**config.mk**
```make
export PLATFORM = sky130hd
export DESIGN_NAME = fetch_unit
export DESIGN_NICKNAME = d
export VERILOG_FILES = /design/src/rtl/fetch_unit_pkg.sv /design/src/rtl/fetch_unit_pc_next.sv /design/src/rtl/fetch_unit.sv
export SDC_FILE = /design/constraint.sdc
export NUM_CORES = 1
export LEC_CHECK = 0
export CORE_AREA = 2 2 87 89
export DETAILED_ROUTE_END_ITERATION = 8
export DIE_AREA = 0 0 89 91
export PLACE_DENSITY = 0.95
export SYNTH_ARGS = -nofsm -noshare
export SYNTH_HDL_FRONTEND = slang
export SYNTH_SLANG_ARGS = --single-unit
```
**constraint.sdc**
```tcl
create_clock -name clk -period 5.2 [get_ports clk]
set_input_delay 1.3 -clock clk [delete_from_list [all_inputs] [get_ports clk]]
set_output_delay 1.3 -clock clk [all_outputs]
set_load 0.03 [all_outputs]
```
**src/rtl/fetch_unit_pkg.sv**
```systemverilog
// Shared widths, opcode map and state encodings for the fetch stage and its
// neighbours.
package fetch_unit_pkg;

   localparam int unsigned WORD_WIDTH = 16;
   localparam int unsigned ADDR_WIDTH = 16;
   localparam int unsigned NIB_WIDTH  = 4;
   localparam int unsigned IMM_WIDTH  = 8;
   localparam int unsigned RET_WIDTH  = 16;

   localparam logic [ADDR_WIDTH-1:0] RESET_PC = 16'h0000;

   // Opcodes 0-7 are ALU operations.
   localparam logic [NIB_WIDTH-1:0] OP_LOAD   = 4'd8;
   localparam logic [NIB_WIDTH-1:0] OP_STORE  = 4'd9;
   localparam logic [NIB_WIDTH-1:0] OP_LOADLO = 4'd10;
   localparam logic [NIB_WIDTH-1:0] OP_LOADHI = 4'd11;
   localparam logic [NIB_WIDTH-1:0] OP_IN     = 4'd12;
   localparam logic [NIB_WIDTH-1:0] OP_OUT    = 4'd13;
   localparam logic [NIB_WIDTH-1:0] OP_JMP    = 4'd14;
   localparam logic [NIB_WIDTH-1:0] OP_BR     = 4'd15;

   // Sequencer states of the control block.
   typedef enum logic [1:0] {
      STATE_FETCH   = 2'd0,
      STATE_REGLOAD = 2'd1,
      STATE_EXECUTE = 2'd2,
      STATE_NEXT    = 2'd3
   } ctrl_state_e;

   // Fetch-side instruction tracker.
   typedef enum logic {
      S_IDLE = 1'b0,
      S_HELD = 1'b1
   } trk_state_e;

endpackage

```
**src/rtl/fetch_unit_pc_next.sv**
```systemverilog
// Combinational next-PC selection: jump, taken branch, or sequential.
module fetch_unit_pc_next
   import fetch_unit_pkg::*;
(
   input  logic [NIB_WIDTH-1:0]  opcode,
   input  logic [ADDR_WIDTH-1:0] pc,
   input  logic [IMM_WIDTH-1:0]  imm8,
   input  logic [WORD_WIDTH-1:0] jump_reg,
   input  logic                  br_cond,
   output logic [ADDR_WIDTH-1:0] pc_nxt_c
);

   logic [ADDR_WIDTH-1:0] pc_inc;
   logic [ADDR_WIDTH-1:0] imm_sext;

   assign pc_inc   = pc + ADDR_WIDTH'(1);
   assign imm_sext = {{(ADDR_WIDTH-IMM_WIDTH){imm8[IMM_WIDTH-1]}}, imm8};

   // Additions are truncated to ADDR_WIDTH, so branches wrap both ways.
   always_comb begin
      pc_nxt_c = pc_inc;
      if (opcode == OP_JMP) begin
         pc_nxt_c = jump_reg[ADDR_WIDTH-1:0];
      end else if (opcode == OP_BR && br_cond) begin
         pc_nxt_c = pc_inc + imm_sext;
      end
   end

endmodule

```
**src/rtl/fetch_unit.sv**
```systemverilog
// Instruction fetch / PC stage: holds the instruction register, decodes its
// fields, advances pc on retire and flags sequencing protocol errors.
module fetch_unit
   import fetch_unit_pkg::*;
(
   input  logic                  clk,
   input  logic                  reset_n,
   input  logic                  do_fetch,
   input  logic                  do_next,
   input  logic [WORD_WIDTH-1:0] imem_data,
   input  logic [WORD_WIDTH-1:0] jump_reg,
   input  logic                  br_cond,
   output logic [ADDR_WIDTH-1:0] imem_addr,
   output logic                  imem_rd,
   output logic [NIB_WIDTH-1:0]  opcode,
   output logic                  isaluop,
   output logic [NIB_WIDTH-1:0]  rd,
   output logic [NIB_WIDTH-1:0]  ra,
   output logic [NIB_WIDTH-1:0]  rb,
   output logic [IMM_WIDTH-1:0]  imm8,
   output logic [ADDR_WIDTH-1:0] pc,
   output logic [RET_WIDTH-1:0]  retired,
   output logic                  seq_err
);

   trk_state_e            state_q, state_d;
   logic [WORD_WIDTH-1:0] ir_q;
   logic [ADDR_WIDTH-1:0] pc_q;
   logic [RET_WIDTH-1:0]  retired_q;
   logic                  seq_err_q;
   logic                  ir_ld, retire, err_set;
   logic [ADDR_WIDTH-1:0] pc_nxt;

   fetch_unit_pc_next u_pc_next (
      .opcode   (ir_q[15:12]),
      .pc       (pc_q),
      .imm8     (ir_q[7:0]),
      .jump_reg (jump_reg),
      .br_cond  (br_cond),
      .pc_nxt_c (pc_nxt)
   );

   always_ff @(posedge clk or negedge reset_n) begin
      if (!reset_n) state_q <= S_IDLE;
      else          state_q <= state_d;
   end

   // Tracker next state and register-update strobes; simultaneous strobes only flag.
   always_comb begin
      state_d = state_q;
      ir_ld   = 1'b0;
      retire  = 1'b0;
      err_set = 1'b0;
      if (do_fetch && do_next) begin
         err_set = 1'b1;
      end else begin
         unique case (state_q)
            S_IDLE: begin
               if (do_fetch) begin
                  ir_ld   = 1'b1;
                  state_d = S_HELD;
               end else if (do_next) begin
                  err_set = 1'b1;
               end
            end
            S_HELD: begin
               if (do_fetch) begin
                  ir_ld   = 1'b1;
                  err_set = 1'b1;
               end else if (do_next) begin
                  retire  = 1'b1;
                  state_d = S_IDLE;
               end
            end
            default: state_d = S_IDLE;
         endcase
      end
   end

   always_ff @(posedge clk or negedge reset_n) begin
      if (!reset_n) begin
         ir_q      <= '0;
         pc_q      <= RESET_PC;
         retired_q <= '0;
         seq_err_q <= 1'b0;
      end else begin
         if (ir_ld)   ir_q <= imem_data;
         if (retire) begin
            pc_q      <= pc_nxt;
            retired_q <= retired_q + RET_WIDTH'(1);
         end
         if (err_set) seq_err_q <= 1'b1;
      end
   end

   assign imem_addr = pc_q;
   assign imem_rd   = do_fetch;
   assign opcode    = ir_q[15:12];
   assign isaluop   = ~ir_q[15];
   assign rd        = ir_q[11:8];
   assign ra        = ir_q[7:4];
   assign rb        = ir_q[3:0];
   assign imm8      = ir_q[7:0];
   assign pc        = pc_q;
   assign retired   = retired_q;
   assign seq_err   = seq_err_q;

endmodule

```
==> metrics.txt, run 1 <==
# TYPE chip_impl_metric gauge
chip_impl_metric{name="crit_path_max_fanout",unit=""} 6
chip_impl_info{name="clock_tree.root_cell",value="sky130_fd_sc_hd__clkbuf_8"} 1
chip_impl_metric{name="syn-cell-area",unit="sq um"} 3531
chip_impl_metric{name="cts.sink_count",unit=""} 50
chip_impl_metric{name="post-cts-setup-buffers",unit=""} 0
chip_impl_info{name="post_synth_main_area_contributors",value="sky130_fd_sc_hd__dfrtp_1 35%, sky130_fd_sc_hd__ha_1 7.4%, sky130_fd_sc_hd__xnor2_1 6.2%, sky130_fd_sc_hd__buf_4 5.3%, sky130_fd_sc_hd__nand2_1 4.6%"} 1
chip_impl_metric{name="post_route_cells_drive_above_1_share",unit=""} 0.06794
chip_impl_metric{name="clock_skew",unit="ps"} 10.25
chip_impl_metric{name="initial_utilization",unit=""} 0.4947
chip_impl_metric{name="dieArea",unit="sq um"} 8099
chip_impl_metric{name="critical_path_depth",unit=""} 2
chip_impl_metric{name="timing_max_transition_violations_final",unit=""} 0
chip_impl_metric{name="layout_min_cycle_time",unit="ps"} 3893
chip_impl_info{name="slowest_stage",value="sky130_fd_sc_hd__clkdlybuf4s50_1"} 1
chip_impl_info{name="setup.worst_path.class",value="input pin to primary output"} 1
chip_impl_metric{name="antenna-diode-count",unit=""} 0
chip_impl_metric{name="place.detailed.hpwl",unit="mm"} 7.110
chip_impl_metric{name="drt_first_iter_violations",unit=""} 241
chip_impl_info{name="netlist.top_cell.by_area",value="sky130_fd_sc_hd__dfrtp_1"} 1
chip_impl_metric{name="clkLatencyLatePin",unit="ps"} 320
chip_impl_metric{name="routed_via_density",unit=""} 5.691
chip_impl_metric{name="hold_path_depth",unit=""} 1
chip_impl_metric{name="synth_edf_count",unit=""} 0
chip_impl_info{name="cell_breakdown_of_the_critical_path",value="clkdlybuf4s50_1 -> clkdlybuf4s50_1"} 1
chip_impl_metric{name="routed-via-count",unit=""} 3244
chip_impl_metric{name="critical_path_required",unit="ps"} 3900
chip_impl_metric{name="grt_antenna_before_repair",unit=""} 0
chip_impl_info{name="worst_setup_path_start",value="do_fetch"} 1
chip_impl_metric{name="fmaxAchievable",unit="MHz"} 256.9
chip_impl_metric{name="total_of_flip_flops_plus_latches_after_synthesis",unit=""} 50
chip_impl_metric{name="clockBufferDepth",unit=""} 2
chip_impl_info{name="ys_dominant_reg_cell",value="sky130_fd_sc_hd__dfrtp_1"} 1
chip_impl_info{name="worst_path_dominant_cell_family",value="buffers and inverters"} 1
chip_impl_metric{name="detail_route.drc_violations",unit=""} 0
chip_impl_info{name="ys_top_cells_by_count",value="50 x sky130_fd_sc_hd__dfrtp_1, 43 x sky130_fd_sc_hd__nand2_1, 28 x sky130_fd_sc_hd__o21ai_0, 27 x sky130_fd_sc_hd__nor2_1"} 1
chip_impl_metric{name="worstPathArrival",unit="ps"} 2590
chip_impl_metric{name="hold_viol",unit=""} 0
chip_impl_metric{name="place_ws",unit="ps"} 1309
chip_impl_metric{name="post-synth-top-area-fraction",unit=""} 0.3544
chip_impl_metric{name="route.layer.met1.wl",unit="mm"} 3.749
chip_impl_metric{name="pwr_density_cell",unit="nW/um^2"} 500.2
chip_impl_metric{name="share_of_flip_flops_with_an_asynchronous_set_or_reset",unit=""} 1.000
chip_impl_metric{name="grt_pass1_vias",unit=""} 3192
chip_impl_metric{name="final_min_period_over_clock_period",unit=""} 0.7486
chip_impl_metric{name="fp.dieH",unit="microns"} 91
chip_impl_info{name="setup_repair_after_global_routing_missed_its_margin",value="false"} 1
chip_impl_metric{name="grt.total_usage",unit=""} 0.2372
chip_impl_info{name="setup.worst_path.end_class",value="primary output"} 1
chip_impl_info{name="synthMostInstantiatedCell",value="sky130_fd_sc_hd__dfrtp_1"} 1
chip_impl_metric{name="post_synth.cell_area_avg",unit="sq um"} 9.100
chip_impl_metric{name="numCtsBuffers",unit=""} 5
chip_impl_info{name="critical_path.reg2reg.endpoint",value="imem_addr[15]"} 1
chip_impl_metric{name="setup_violations",unit=""} 0
chip_impl_metric{name="routed_wirelength",unit="mm"} 9.480
chip_impl_metric{name="tightest_slew",unit="ps"} 822.3
chip_impl_info{name="route.top_layer_used",value="met4"} 1
chip_impl_metric{name="die_width",unit="microns"} 89
chip_impl_metric{name="final_core_utilization",unit=""} 0.6490
chip_impl_metric{name="max-cap-violations",unit=""} 0
chip_impl_metric{name="area_delta_synth_final",unit="%"} 31.18
chip_impl_metric{name="wl_met3",unit="microns"} 762
chip_impl_info{name="outcome",value="finished, final reports clean"} 1
chip_impl_metric{name="dr_wl_met2",unit="mm"} 4.757
chip_impl_metric{name="slew-limit-headroom",unit=""} 0.4493
chip_impl_metric{name="std_cell_rows",unit=""} 31
chip_impl_metric{name="p_leak",unit="nW"} 1.959
chip_impl_metric{name="drt.antenna.violating_nets",unit=""} 0
chip_impl_metric{name="total_number_of_h_tree_levels",unit=""} 2
chip_impl_metric{name="finish.net_count",unit=""} 529
chip_impl_info{name="timing.critical_path.from_type",value="input pin"} 1
chip_impl_metric{name="reg2regPathDepth",unit=""} 11
chip_impl_metric{name="vdd_ir_drop_max",unit="uV"} 308.2
chip_impl_metric{name="place.gp.congestion",unit=""} 0.9039
chip_impl_metric{name="routedWlPerCell",unit="microns"} 16.63
chip_impl_metric{name="finalWorstSetupSlack",unit="ps"} 1307
chip_impl_info{name="timing.rr.start",value="imem_addr[0]"} 1
chip_impl_metric{name="cts_repair_resize_count",unit=""} 0
chip_impl_metric{name="synth_seq_area_share",unit=""} 0.3544
chip_impl_info{name="holdCritPathClass",value="flip-flop to flip-flop"} 1
chip_impl_metric{name="fin_setup_tns",unit="ps"} 0
chip_impl_metric{name="placeableCoreArea",unit="sq um"} 7137
chip_impl_metric{name="placed_cells_incl_taps",unit=""} 562
chip_impl_info{name="cts_tree",value="done"} 1
chip_impl_metric{name="syn_inst",unit=""} 388
chip_impl_metric{name="final_cell_count_no_fill",unit=""} 570
chip_impl_metric{name="critPathMaxStageDelay",unit="ps"} 710
chip_impl_metric{name="yosysWarnings",unit=""} 0
chip_impl_metric{name="yosysUniqueCellTypes",unit=""} 51
chip_impl_info{name="worst_path_most_repeated_cell",value="sky130_fd_sc_hd__clkdlybuf4s50_1"} 1
chip_impl_metric{name="grt.overflow.total",unit=""} 0
chip_impl_metric{name="grt_start_max_net_pins",unit=""} 51
chip_impl_metric{name="number_of_nets_produced_by_synthesis",unit=""} 447
chip_impl_metric{name="drt_pass_1_iters",unit=""} 5
chip_impl_metric{name="critical_path_buf_inv_count",unit=""} 2
chip_impl_metric{name="reg2reg_slack",unit="ps"} 2000
chip_impl_metric{name="grt_pass1_wl",unit="mm"} 15.21
chip_impl_metric{name="port_buffers",unit=""} 111
chip_impl_metric{name="num_io_pins",unit=""} 112
chip_impl_metric{name="ctsHoldBuffers",unit=""} 0
chip_impl_info{name="worstSetupEndpoint",value="imem_rd"} 1
chip_impl_metric{name="cts.reportedPaths.clkPinSlew",unit="ps"} 110
==> cell usage in the layout, fill, tap and decap left out, types with 5 or more instances in the layout <==
master and instances:
sky130_fd_sc_hd__nor2_1 27, sky130_fd_sc_hd__o21ai_0 28, sky130_fd_sc_hd__and3_1 9, sky130_fd_sc_hd__nand2_1 43, sky130_fd_sc_hd__o211ai_1 5, sky130_fd_sc_hd__ha_1 21, sky130_fd_sc_hd__xnor2_1 25, sky130_fd_sc_hd__nand4_1 9
sky130_fd_sc_hd__a21o_1 8, sky130_fd_sc_hd__clkdlybuf4s50_1 110, sky130_fd_sc_hd__clkbuf_8 5, sky130_fd_sc_hd__nand3_1 14, sky130_fd_sc_hd__a21oi_1 20, sky130_fd_sc_hd__dfrtp_1 50, sky130_fd_sc_hd__a211oi_1 5, sky130_fd_sc_hd__mux2_2 14
sky130_fd_sc_hd__xor2_1 12
==> how the worst min path moves through the flow <==
stage,startpoint,endpoint,slack [ps]
2_1_floorplan,state_q,seq_err,480
3_3_place_gp,seq_err,seq_err,470
3_5_place_dp,retired[15],retired[15],470
4_1_cts,retired[15],retired[15],490
5_1_grt,retired[15],retired[15],520
6_report,retired[15],retired[15],490
==> power by group <==
part           internal (mW)  switching [mW]
Clock                 0.0994           0.148
Combinational          0.608           0.840
Sequential             0.473           0.149
==> area by class of cell <==
class                   instances  area [sq um]
clock buffers                   5         68.82
clock inverters                 3         26.28
fillers                       580          2505
inverters                       4         15.01
multi-input cells             297          2033
flip-flops and latches         50          1251
well taps                      99         123.9
repair buffers                112          1114
==> cell families (layout without fill, tap and decap cells) <==
logic type | count (synthesis) | after routing | share of synthesized area
flip-flops | 50 | 50 | 0.3544
adder cells (fa/ha/maj) | 23 | 23 | 0.08292
AO/OA/AOI/OAI | 93 | 93 | 0.1744
AND/OR/NAND/NOR | 128 | 128 | 0.1758
XOR/XNOR | 37 | 37 | 0.09178
buffers and inverters | 41 | 124 | 0.07051
multiplexers | 16 | 16 | 0.05032
==> stage by stage <==
step	area, sq um	hold WS (ps)	power [mW]
2_1_floorplan	3531	475.5	1.619
6_report	4632	489.3	2.317
4_1_cts	4632	492.2	2.305
3_3_place_gp	4537	471.7	2.007
5_1_grt	4632	520.1	2.456
3_5_place_dp	4537	470.6	2.052
==> worst register-to-register path, stage by stage, from the launching register on <==
cell	delay, ps
sky130_fd_sc_hd__dfrtp_1	460
sky130_fd_sc_hd__ha_1	240
sky130_fd_sc_hd__and2_1	270
sky130_fd_sc_hd__nand4_1	140
sky130_fd_sc_hd__xnor2_1	260
sky130_fd_sc_hd__ha_1	340
sky130_fd_sc_hd__a21oi_1	230
sky130_fd_sc_hd__o211ai_1	210
sky130_fd_sc_hd__a31oi_1	380
sky130_fd_sc_hd__o21ai_0	170
sky130_fd_sc_hd__a21o_1	210
sky130_fd_sc_hd__o31ai_2	200
==> registers in the layout (all words and copies together), names as in the netlist <==
register / count
ir_q: 16
imem_addr: 16
retired: 16
state_q: 1
seq_err: 1
==> metal layers <==
| layer | global-route usage | up-vias |
|---|---|---|
| met2 | 0.3937 | 151 |
| met1 | 0.3057 | 1541 |
| met5 | 0 | - |
| met3 | 0.04000 | 19 |
| met4 | 0.08955 | 0 |
| li1 | - | 1533 |
Power figures use the tool's default switching activity.
==> run 2, diff against run 1 <==
--- a/config.mk
+++ b/config.mk
@@ -5,10 +5,10 @@
 export SDC_FILE = /design/constraint.sdc
 export NUM_CORES = 1
 export LEC_CHECK = 0
-export CORE_AREA = 2 2 87 89
+export CORE_AREA = 2 2 94 96
 export DETAILED_ROUTE_END_ITERATION = 8
-export DIE_AREA = 0 0 89 91
-export PLACE_DENSITY = 0.95
+export DIE_AREA = 0 0 96 98
+export PLACE_DENSITY = 0.88
 export SYNTH_ARGS = -nofsm -noshare
 export SYNTH_HDL_FRONTEND = slang
 export SYNTH_SLANG_ARGS = --single-unit
==> constraint.sdc (replaced) <==
create_clock -name clk -period 3.26 [get_ports clk]
set_input_delay 0.815 -clock clk [delete_from_list [all_inputs] [get_ports clk]]
set_output_delay 0.815 -clock clk [all_outputs]
set_load 0.03 [all_outputs]
==> run 2 against run 1 <==
  * Wire length grew 1.9%
  * Flip-flop and latch count is the same
  * Via count grew 1.3%
  * Die area grew 16%
  * Non-clock buffer count grew 5
  * Setup slack lost 1100 ps
  * Core utilization shrank 9.6 points
  * Global-route usage shrank 2.7 points
  * Register-to-register slack lost 1800 ps
  * Count of clock-buffer cells in the layout grew 1
  * Cell area grew 1.1%
  * Largest cell class unchanged
==> metrics.txt, run 2 (synthesized netlist as in run 1, its figures left out) <==
# TYPE chip_impl_metric gauge
chip_impl_metric{name="grtUsageMet2",unit=""} 0.3462
chip_impl_metric{name="cts.reportedPaths.clkPinSlew",unit="ps"} 100
chip_impl_metric{name="clockBufferDepth",unit=""} 2
chip_impl_info{name="clock_tree.root_cell",value="sky130_fd_sc_hd__clkbuf_8"} 1
chip_impl_metric{name="groute.layer.met1.usage",unit=""} 0.2866
chip_impl_metric{name="globalRouteMet3Util",unit=""} 0.03781
chip_impl_metric{name="layout_min_cycle_time",unit="ps"} 3069
chip_impl_metric{name="routed-via-count",unit=""} 3286
chip_impl_metric{name="finish.net_count",unit=""} 534
chip_impl_info{name="timing.rr.start",value="imem_addr[0]"} 1
chip_impl_metric{name="cts.sink_count",unit=""} 50
chip_impl_metric{name="ctsHoldBuffers",unit=""} 0
chip_impl_metric{name="grt_start_max_net_pins",unit=""} 51
chip_impl_metric{name="routed_wirelength",unit="mm"} 9.659
chip_impl_metric{name="clock_skew",unit="ps"} 6.522
chip_impl_metric{name="drt_first_iter_violations",unit=""} 242
chip_impl_metric{name="detail_route.drc_violations",unit=""} 0
chip_impl_metric{name="antenna-diode-count",unit=""} 0
chip_impl_metric{name="area_delta_synth_final",unit="%"} 32.60
chip_impl_metric{name="place.detailed.hpwl",unit="mm"} 7.161
chip_impl_metric{name="total_number_of_h_tree_levels",unit=""} 2
chip_impl_metric{name="grt_pass1_wl",unit="mm"} 15.81
chip_impl_metric{name="multi_input_area",unit="sq um"} 2031
chip_impl_metric{name="final_min_period_over_clock_period",unit=""} 0.9413
chip_impl_metric{name="cts_repair_resize_count",unit=""} 0
chip_impl_metric{name="fmaxAchievable",unit="MHz"} 325.9
chip_impl_info{name="worstSetupEndpoint",value="imem_addr[15]"} 1
chip_impl_info{name="most-common-layout-cells",value="110 x sky130_fd_sc_hd__clkdlybuf4s50_1, 50 x sky130_fd_sc_hd__dfrtp_1, 43 x sky130_fd_sc_hd__nand2_1"} 1
chip_impl_metric{name="p_leak",unit="nW"} 1.980
chip_impl_metric{name="routed_via_density",unit=""} 5.627
chip_impl_metric{name="placed_cells_incl_taps",unit=""} 576
chip_impl_info{name="holdCritPathClass",value="flip-flop to flip-flop"} 1
chip_impl_metric{name="vdd_ir_drop_max",unit="uV"} 522.6
chip_impl_metric{name="reg2reg_slack",unit="ps"} 190
chip_impl_info{name="cts_tree",value="done"} 1
chip_impl_metric{name="grt.total_usage",unit=""} 0.2099
chip_impl_metric{name="place.gp.congestion",unit=""} 0.9514
chip_impl_metric{name="finalHoldWorstSlack",unit="ps"} 478.8
chip_impl_metric{name="grt_pass1_vias",unit=""} 3213
chip_impl_metric{name="num_io_pins",unit=""} 112
chip_impl_info{name="worst_path_most_repeated_cell",value="sky130_fd_sc_hd__ha_1"} 1
chip_impl_metric{name="fin_setup_tns",unit="ps"} 0
chip_impl_metric{name="reg2regPathDepth",unit=""} 11
chip_impl_metric{name="placeableCoreArea",unit="sq um"} 8466
chip_impl_info{name="top_usage_layer",value="met2"} 1
chip_impl_metric{name="dieArea",unit="sq um"} 9408
chip_impl_info{name="setup.worst_path.end_class",value="flip-flop"} 1
chip_impl_metric{name="postLayoutCellArea",unit="sq um"} 4682
chip_impl_metric{name="worstPathArrival",unit="ps"} 3300
chip_impl_info{name="setup.worst_path.class",value="flip-flop to flip-flop"} 1
chip_impl_info{name="layout.cells.most_common",value="sky130_fd_sc_hd__clkdlybuf4s50_1"} 1
chip_impl_metric{name="post_route_cells_drive_above_1_share",unit=""} 0.07563
chip_impl_metric{name="timing_max_transition_violations_final",unit=""} 0
chip_impl_metric{name="slew-limit-headroom",unit=""} 0.5682
chip_impl_info{name="critical_path.reg2reg.endpoint",value="imem_addr[15]"} 1
chip_impl_metric{name="pwr_density_cell",unit="nW/um^2"} 789.7
chip_impl_metric{name="grt.overflow.total",unit=""} 0
chip_impl_metric{name="grt_antenna_before_repair",unit=""} 0
chip_impl_metric{name="routedWlPerCell",unit="microns"} 16.54
chip_impl_metric{name="fillers",unit=""} 759
chip_impl_info{name="cell_breakdown_of_the_critical_path",value="ha_1 -> and2_1 -> nand4_1 -> xnor2_1 -> ha_1 -> a21oi_1 -> o211ai_1 -> a31oi_1 -> o21ai_0 -> a21o_1 -> o31ai_2"} 1
chip_impl_metric{name="ff_latch_area",unit="sq um"} 1251
chip_impl_metric{name="initial_utilization",unit=""} 0.4171
chip_impl_metric{name="std_cell_rows",unit=""} 34
chip_impl_metric{name="critical_path_required",unit="ps"} 3490
chip_impl_metric{name="crit_path_max_fanout",unit=""} 6
chip_impl_metric{name="post-cts-setup-buffers",unit=""} 0
chip_impl_metric{name="drt.antenna.violating_nets",unit=""} 0
chip_impl_metric{name="numCtsBuffers",unit=""} 5
chip_impl_info{name="setup_repair_after_global_routing_missed_its_margin",value="false"} 1
chip_impl_metric{name="fp.dieH",unit="microns"} 98
chip_impl_metric{name="critPathMaxStageDelay",unit="ps"} 460
chip_impl_metric{name="placedInstanceArea",unit="sq um"} 4583
chip_impl_metric{name="hold_viol",unit=""} 0
chip_impl_info{name="timing.critical_path.from_type",value="flip-flop"} 1
chip_impl_metric{name="setup_violations",unit=""} 0
chip_impl_metric{name="port_buffers",unit=""} 111
chip_impl_info{name="slowest_stage",value="sky130_fd_sc_hd__dfrtp_1"} 1
chip_impl_metric{name="die_width",unit="microns"} 96
chip_impl_info{name="outcome",value="finished, final reports clean"} 1
chip_impl_metric{name="tightest_slew",unit="ps"} 647.7
chip_impl_metric{name="final_cell_count_no_fill",unit=""} 584
chip_impl_metric{name="clkLatencyLatePin",unit="ps"} 310
chip_impl_metric{name="drt_pass_1_iters",unit=""} 5
chip_impl_metric{name="max-cap-violations",unit=""} 0
chip_impl_info{name="worst_setup_path_start",value="imem_addr[0]"} 1
-- run 2: cell count changes in the layout (fill, tap and decap cells not counted) --
cell,previous run,this run
sky130_fd_sc_hd__buf_4,1,6
sky130_fd_sc_hd__clkbuf_8,5,6
sky130_fd_sc_hd__clkinv_4,1,0
sky130_fd_sc_hd__clkinvlp_4,0,1
sky130_fd_sc_hd__inv_6,2,1
sky130_fd_sc_hd__nor2b_1,2,3
sky130_fd_sc_hd__nor2b_2,1,0
-- run 2: power by group --
| group | switching [mW] | total [mW] | internal, mW |
|---|---|---|---|
| registers | 0.222 | 0.976 | 0.754 |
| logic | 1.33 | 2.31 | 0.979 |
| clock network | 0.235 | 0.410 | 0.176 |
-- run 2: layout make-up --
cell class / instances / area share
clock inverter: 2 / 0.003474
inverter: 4 / 0.003207
multi-input combinational: 297 / 0.4337
timing repair buffer: 117 / 0.2459
sequential: 50 / 0.2672
tap: 108 / 0.02886
clock buffer: 6 / 0.01764
-- run 2: metrics by stage --
| stage | utilization | setup WS [ps] | total power, mW |
|---|---|---|---|
| after floorplan | - | 452.9 | 2.582 |
| after global placement | 0.5414 | 380.1 | 3.200 |
| after detailed placement | 0.5414 | 262.6 | 3.264 |
| after CTS | 0.5531 | 234.6 | 3.677 |
| after global routing | 0.5531 | 23.63 | 3.928 |
| final | 0.5531 | 191.3 | 3.697 |
-- run 2: worst max-delay path: cells and delay by family, from the launching register on --
kind,cells,cell delay [ps]
AOI/OAI and AO/OA,6,1290
xor gates and xnor gates,1,230
adders and majority gates,2,570
DFF,1,460
and+or+nand+nor,2,430
-- run 2: routing by layer --
layer / part of all wire / wire, microns / up-vias
met5: 0 / 0 / -
met4: 0.011 / 108 / 0
met3: 0.068 / 660 / 17
met2: 0.48 / 4679 / 149
met1: 0.44 / 4210 / 1576
li1: - / - / 1544
-- run 2: worst min-delay path by stage --
stage | start | cells after the start | to | slack [ps]
finish | retired[15] | 1 | retired[15] | 480
global route | retired[15] | 1 | retired[15] | 500
global placement | retired[15] | 1 | retired[15] | 470
floorplan | state_q | 1 | seq_err | 480
detailed placement | retired[15] | 1 | retired[15] | 470
CTS | retired[15] | 1 | retired[15] | 480
